`src/rtl/cl_unpacker.sv`:
```
// Cache-line unpacker: pops 512-bit lines from a show-ahead DMA read FIFO and
// streams them out least-significant word first on a valid/ready interface.
module cl_unpacker #(
  parameter int CL_DATA_WIDTH = 512,
  parameter int WORD_WIDTH    = 32,
  parameter int COUNT_WIDTH   = 65
) (
  input  logic                     clk,
  input  logic                     rst,
  input  logic                     go,
  input  logic [COUNT_WIDTH-1:0]   num_lines,
  input  logic                     dma_empty,
  input  logic [CL_DATA_WIDTH-1:0] dma_rd_data,
  output logic                     dma_rd_en,
  output logic                     out_valid,
  input  logic                     out_ready,
  output logic [WORD_WIDTH-1:0]    out_data,
  output logic                     out_last,
  output logic                     busy,
  output logic                     done
);

  localparam int WPL   = CL_DATA_WIDTH / WORD_WIDTH;
  localparam int IDX_W = (WPL > 1) ? $clog2(WPL) : 1;
  localparam logic [IDX_W-1:0] LAST_IDX = IDX_W'(WPL - 1);

  typedef enum logic [1:0] {
    S_IDLE,
    S_ACTIVE,
    S_DONE
  } state_t;

  state_t                   r_state;
  state_t                   w_state_nxt;
  logic [CL_DATA_WIDTH-1:0] r_line;
  logic                     r_buf_valid;
  logic [IDX_W-1:0]         r_word_idx;
  logic [COUNT_WIDTH-1:0]   r_lines_left;

  logic                     w_xfer;
  logic                     w_at_last_word;
  logic                     w_lines_zero;
  logic                     w_start;
  logic                     w_rd_en;
  logic [WORD_WIDTH-1:0]    w_words [WPL];

  always_comb begin
    for (int k = 0; k < WPL; k++) begin
      w_words[k] = r_line[k*WORD_WIDTH +: WORD_WIDTH];
    end
  end

  assign w_at_last_word = (r_word_idx == LAST_IDX);
  assign w_lines_zero   = (r_lines_left == '0);
  assign w_xfer         = r_buf_valid && out_ready;
  assign w_start        = go && (r_state != S_ACTIVE);

  // Data is gated so the bus reads zero whenever no word is held.
  assign out_valid = r_buf_valid;
  assign out_data  = r_buf_valid ? w_words[r_word_idx] : '0;
  assign out_last  = r_buf_valid && w_lines_zero && w_at_last_word;
  assign dma_rd_en = w_rd_en;

  always_ff @(posedge clk) begin
    if (rst) begin
      r_state <= S_IDLE;
    end else begin
      r_state <= w_state_nxt;
    end
  end

  always_comb begin
    w_state_nxt = r_state;
    w_rd_en     = 1'b0;
    busy        = 1'b0;
    done        = 1'b0;
    case (r_state)
      S_IDLE, S_DONE: begin
        done = (r_state == S_DONE);
        if (go) begin
          w_state_nxt = (num_lines == '0) ? S_DONE : S_ACTIVE;
        end
      end
      S_ACTIVE: begin
        busy = 1'b1;
        // Refill as the last word leaves so consecutive lines stream without a bubble.
        w_rd_en = !rst && !w_lines_zero && !dma_empty &&
                  (!r_buf_valid || (w_xfer && w_at_last_word));
        if (w_xfer && out_last) begin
          w_state_nxt = S_DONE;
        end
      end
      default: w_state_nxt = S_IDLE;
    endcase
  end

  always_ff @(posedge clk) begin
    if (rst) begin
      r_buf_valid  <= 1'b0;
      r_word_idx   <= '0;
      r_lines_left <= '0;
    end else if (w_start) begin
      r_buf_valid  <= 1'b0;
      r_word_idx   <= '0;
      r_lines_left <= num_lines;
    end else if (w_rd_en) begin
      r_buf_valid  <= 1'b1;
      r_word_idx   <= '0;
      r_lines_left <= r_lines_left - COUNT_WIDTH'(1);
    end else if (w_xfer) begin
      if (w_at_last_word) begin
        r_buf_valid <= 1'b0;
      end else begin
        r_word_idx <= r_word_idx + IDX_W'(1);
      end
    end
  end

  always_ff @(posedge clk) begin
    if (w_rd_en) begin
      r_line <= dma_rd_data;
    end
  end

endmodule

```
`config.mk`:
```
export PLATFORM = sky130hd
export DESIGN_NAME = cl_unpacker
export DESIGN_NICKNAME = d
export VERILOG_FILES = /design/src/rtl/cl_unpacker.sv
export SDC_FILE = /design/constraint.sdc
export NUM_CORES = 1
export LEC_CHECK = 0
export BUFFER_PORTS_ARGS = -buffer_cell sky130_fd_sc_hd__buf_4
export CAP_MARGIN = 20
export CORE_MARGIN = 4
export CORE_UTILIZATION = 35
export CTS_BUF_LIST = sky130_fd_sc_hd__clkbuf_4
export DETAILED_ROUTE_END_ITERATION = 16
export PLACE_DENSITY_LB_ADDON = 0.3
export SYNTH_ARGS = -nofsm -noshare
export SYNTH_HDL_FRONTEND = slang
export SYNTH_SLANG_ARGS = --single-unit
```
`constraint.sdc`:
```
create_clock -name clk -period 20.8 [get_ports clk]
set_input_delay 0 -clock clk [delete_from_list [all_inputs] [get_ports clk]]
set_output_delay 0 -clock clk [all_outputs]
set_load 0.01 [all_outputs]
```
==> results.json, run 1 <==
{
  "status": "did not finish",
  "haltStage": "clock tree synthesis",
  "firstError": "[ERROR RSZ-0060] Max buffer count reached.",
  "pin_count": 619,
  "clkSinkCount": 584,
  "synth_flop_cell": "edfxtp_1",
  "syn_avg_cell_area_um2": 18.26,
  "synth_cells": 1300,
  "routabilityCongestion": 0.8702,
  "cts-root-buf": "clkbuf_4",
  "ys_seq_elements": 584,
  "yosysTopAreaCellShare_pct": 64.76,
  "cts_hold_buf": 600,
  "syn_area_um2": 23740,
  "ys_warn_count": 0,
  "synth_edf_count": 512,
  "numCtsBuffers": 157,
  "clockBufferDepth": 3,
  "row_count": 95,
  "io_buffers": 618,
  "yosysMostFrequentCell": "edfxtp_1",
  "die-width_um": 268.5,
  "synthTopCellsByCount": "edfxtp_1, mux4_2, dfxtp_1, clkbuf_1, nand2_1",
  "initial_core_util_pct": 35.35,
  "chipHeight_um": 268.5,
  "synthArstFlopShare_pct": 0,
  "cts_setup_buffers": 0,
  "dpl.hpwl_um": 54870,
  "cts.repair.resized": 0,
  "synth_area_leader_cell": "edfxtp_1",
  "yosysSeqAreaShare_pct": 70.83,
  "htree_levels": 4,
  "syn_nets": 1884,
  "synthTopCellsByArea": "edfxtp_1, mux4_2, dfxtp_1",
  "yosysUniqueCellTypes": 62
}
==> kinds of logic after synthesis <==
family                     after synthesis  synth area share (%)
DFF                                    584                 70.83
and+or+nand+nor                        279                 6.708
AOI/OAI and AO/OA                      165                 4.927
muxes                                  164                 15.35
buffers and inverters                   92                 1.565
xor gates and xnor gates                14                0.5165
adders and majority gates                2                0.1054
==> through the flow <==
step | setup WS [ns] | instance area [µm²] | cells | utilization (%) | hold slack (ns)
after floorplan | 2.950 | 23740 | 1300 | - | 0.09887
after global placement | 15.77 | 29310 | 2731 | 43.65 | 0.1784
after detailed placement | 15.62 | 29340 | 2733 | 43.69 | 0.1793
==> run 2, diff against run 1 <==
Settings changed: CORE_UTILIZATION 35 to 20, CTS_BUF_LIST sky130_fd_sc_hd__clkbuf_4 to default, PLACE_DENSITY_LB_ADDON 0.3 to 0.15.
==> results.json, run 2 <==
{
  "fin_setup_tns_ns": 0,
  "syn_avg_cell_area_um2": 18.26,
  "cts_tree": "yes",
  "ys_seq_elements": 584,
  "pwr-share-clk_pct": 42.1,
  "final.setup_skew_ns": 0.05058,
  "synth_edf_count": 512,
  "area_growth_pct": 64.49,
  "via_per_inst": 4.148,
  "seq_power_share_pct": 45.9,
  "min_period_over_period_pct": 31.84,
  "hold_class": "in2reg",
  "ant_nets": 0,
  "crit_path_start_kind": "flop",
  "slew_headroom_pct": 28.38,
  "cts_setup_buffers": 0,
  "row_count": 126,
  "leakagePower_uw": 0.01393,
  "syn_nets": 1884,
  "power_uw": 2943,
  "cpMaxStageDelayCell": "buf_4",
  "layout_common_cells": "dlygate4sd3_1, buf_4, edfxtp_1",
  "chipHeight_um": 352.6,
  "vias": 17460,
  "critPathMaxStageDelay_ns": 0.86,
  "clkTransAtPathRegs_ns": 0.06,
  "cp.arrival_ns": 6.62,
  "io_buffers": 618,
  "cp-startpoint": "r_word_idx[1]",
  "ys_warn_count": 0,
  "critPathCaptureType": "output pin",
  "synth_area_leader_cell": "edfxtp_1",
  "synthTopCellsByArea": "edfxtp_1, mux4_2, dfxtp_1",
  "synth_cells": 1300,
  "routabilityCongestion": 0.7856,
  "cp_max_fo": 133,
  "rsz0062_at_grt": "false",
  "yosysMostFrequentCell": "edfxtp_1",
  "p_sw_uw": 696.8,
  "min_from": "dma_rd_data[47]",
  "drive_above_1_share_pct": 35.12,
  "yosysTopAreaCellShare_pct": 64.76,
  "routed_wl_um": 87910,
  "grt_pass1_wl_um": 128800,
  "yosysUniqueCellTypes": 62,
  "crit_chain": "ha_1 > nand4_1 > a211oi_1 > nand2b_1 > a21o_1 > inv_8 > buf_4 > buf_4 > buf_4 > buf_4",
  "crit_type": "reg2out",
  "ir_worst_vdd_mv": 0.05009,
  "largest_register_ffs": 512,
  "swShare_pct": 23.68,
  "final_common_cell": "dlygate4sd3_1",
  "cts-root-buf": "clkbuf_16",
  "antenna_found_initial": 46,
  "die-width_um": 352.6,
  "first_pass_iters": 5,
  "tightest_slew_ns": 1.074,
  "syn_area_um2": 23740,
  "crit_top_cell": "buf_4",
  "clk_latency_ns": 0.65,
  "numCtsBuffers": 74,
  "core_area_um2": 117900,
  "period_needed_ns": 6.623,
  "final-max-slew-violation-count": 0,
  "dpl.hpwl_um": 62010,
  "htree_levels": 3,
  "required_ns": 20.80,
  "fmax_mhz": 151.0,
  "initial_core_util_pct": 20.13,
  "grt_start_max_net_pins": 134,
  "grt_util_all_layers_pct": 13.88,
  "p_int_uw": 2246,
  "grt_pass1_vias": 19630,
  "overflow": 0,
  "status": "finished, final reports clean",
  "synthTopCellsByCount": "edfxtp_1, mux4_2, dfxtp_1, clkbuf_1, nand2_1",
  "clkSinkCount": 584,
  "regMostFlops": "r_line",
  "synth_flop_cell": "edfxtp_1",
  "die_area_um2": 124300,
  "setup_violations": 0,
  "hold_viol": 0,
  "clockBufferDepth": 3,
  "synthArstFlopShare_pct": 0,
  "drt_iter0_markers": 839,
  "pin_count": 619,
  "p_comb_share_pct": 12.0,
  "top_regs": "r_line x512, r_lines_left x65, r_word_idx x4",
  "fillers": 11460,
  "yosysSeqAreaShare_pct": 70.83,
  "powerDensity_nw_per_um2": 75.34,
  "r2r_start": "r_word_idx[1]",
  "nNetsFinal": 3163,
  "drv_cap": 0,
  "wire_per_inst_um": 20.88,
  "drc_errors": 0
}
run 2: cell counts after synthesis:
No cell type changed its count.
run 2: power by group through the flow:
stage | combinational, µW | clock, µW | sequential [µW]
after floorplan | 110 | 0 | 1390
after global placement | 246 | 0 | 1370
after detailed placement | 248 | 0 | 1380
after CTS | 355 | 1290 | 1350
after global routing | 380 | 1340 | 1360
final | 352 | 1240 | 1350
run 2: layout make-up:
type                       instances  area [µm²]  area share (%)
inverter                          16       67.56          0.1730
clock buffer                      94        1968           5.039
clock inverter                    37       366.6          0.9387
sequential                       584       16830           43.10
tap                             1536        1922           4.921
timing repair buffer            1279       11240           28.77
antenna                           40       100.1          0.2563
multi-input combinational        624        6563           16.80
run 2: final timing paths:
path / end / slack (ns) / cells after the start
setup / recovery: dma_rd_en / 14.18 / 10
hold reg to reg: r_lines_left[58] / 0.46 / 1
setup reg to reg: r_line[202] / 14.57 / 10
hold / removal: r_line[47] / 0.07 / 2
run 2: critical path: cells and delay by family, from the launching register on:
family | cells | cell delay, ns
AND/OR/NAND/NOR | 2 | 0.34
buffers and inverters | 5 | 3.14
AO/OA/AOI/OAI | 2 | 0.97
flip-flops | 1 | 0.85
adder cells (fa/ha/maj) | 1 | 0.35
run 2: kinds of logic (layout without fill, tap and decap cells):
kind of cell	after synthesis	count (layout)	share of synthesized area, %
compound gates	165	165	4.927
xor+xnor	14	14	0.5165
fa+ha+maj	2	2	0.1054
buf+inv	92	1426	1.565
flops	584	584	70.83
mux	164	164	15.35
other cells	0	40	0
simple gates	279	279	6.708
run 2: routing by layer:
layer	vias up	global-route usage, %	wire (µm)
met3	138	4.515	6702
met4	10	4.811	2719
li1	8050	-	-
met2	621	24.21	44290
met5	-	0	59
met1	8643	16.00	34140
run 2: stage by stage:
stage,std cells,setup WS (ns),hold slack (ns),utilization (%),cell area [µm²]
floorplan,1300,2.950,0.09887,-,23740
global route,4201,13.63,0.02269,33.10,39030
CTS,4169,13.95,0.00001932,33.01,38930
global placement,3398,14.27,0.1783,25.60,30190
finish,4210,14.18,0.06996,33.12,39060
detailed placement,3398,14.16,0.1793,25.60,30190
run 2: timing repair:
item,CTS,global route
endpoints found under the hold margin,584,0
hold buffers,640,0
gates resized for setup,0,0
No activity file was read; power rests on OpenSTA's default activity.
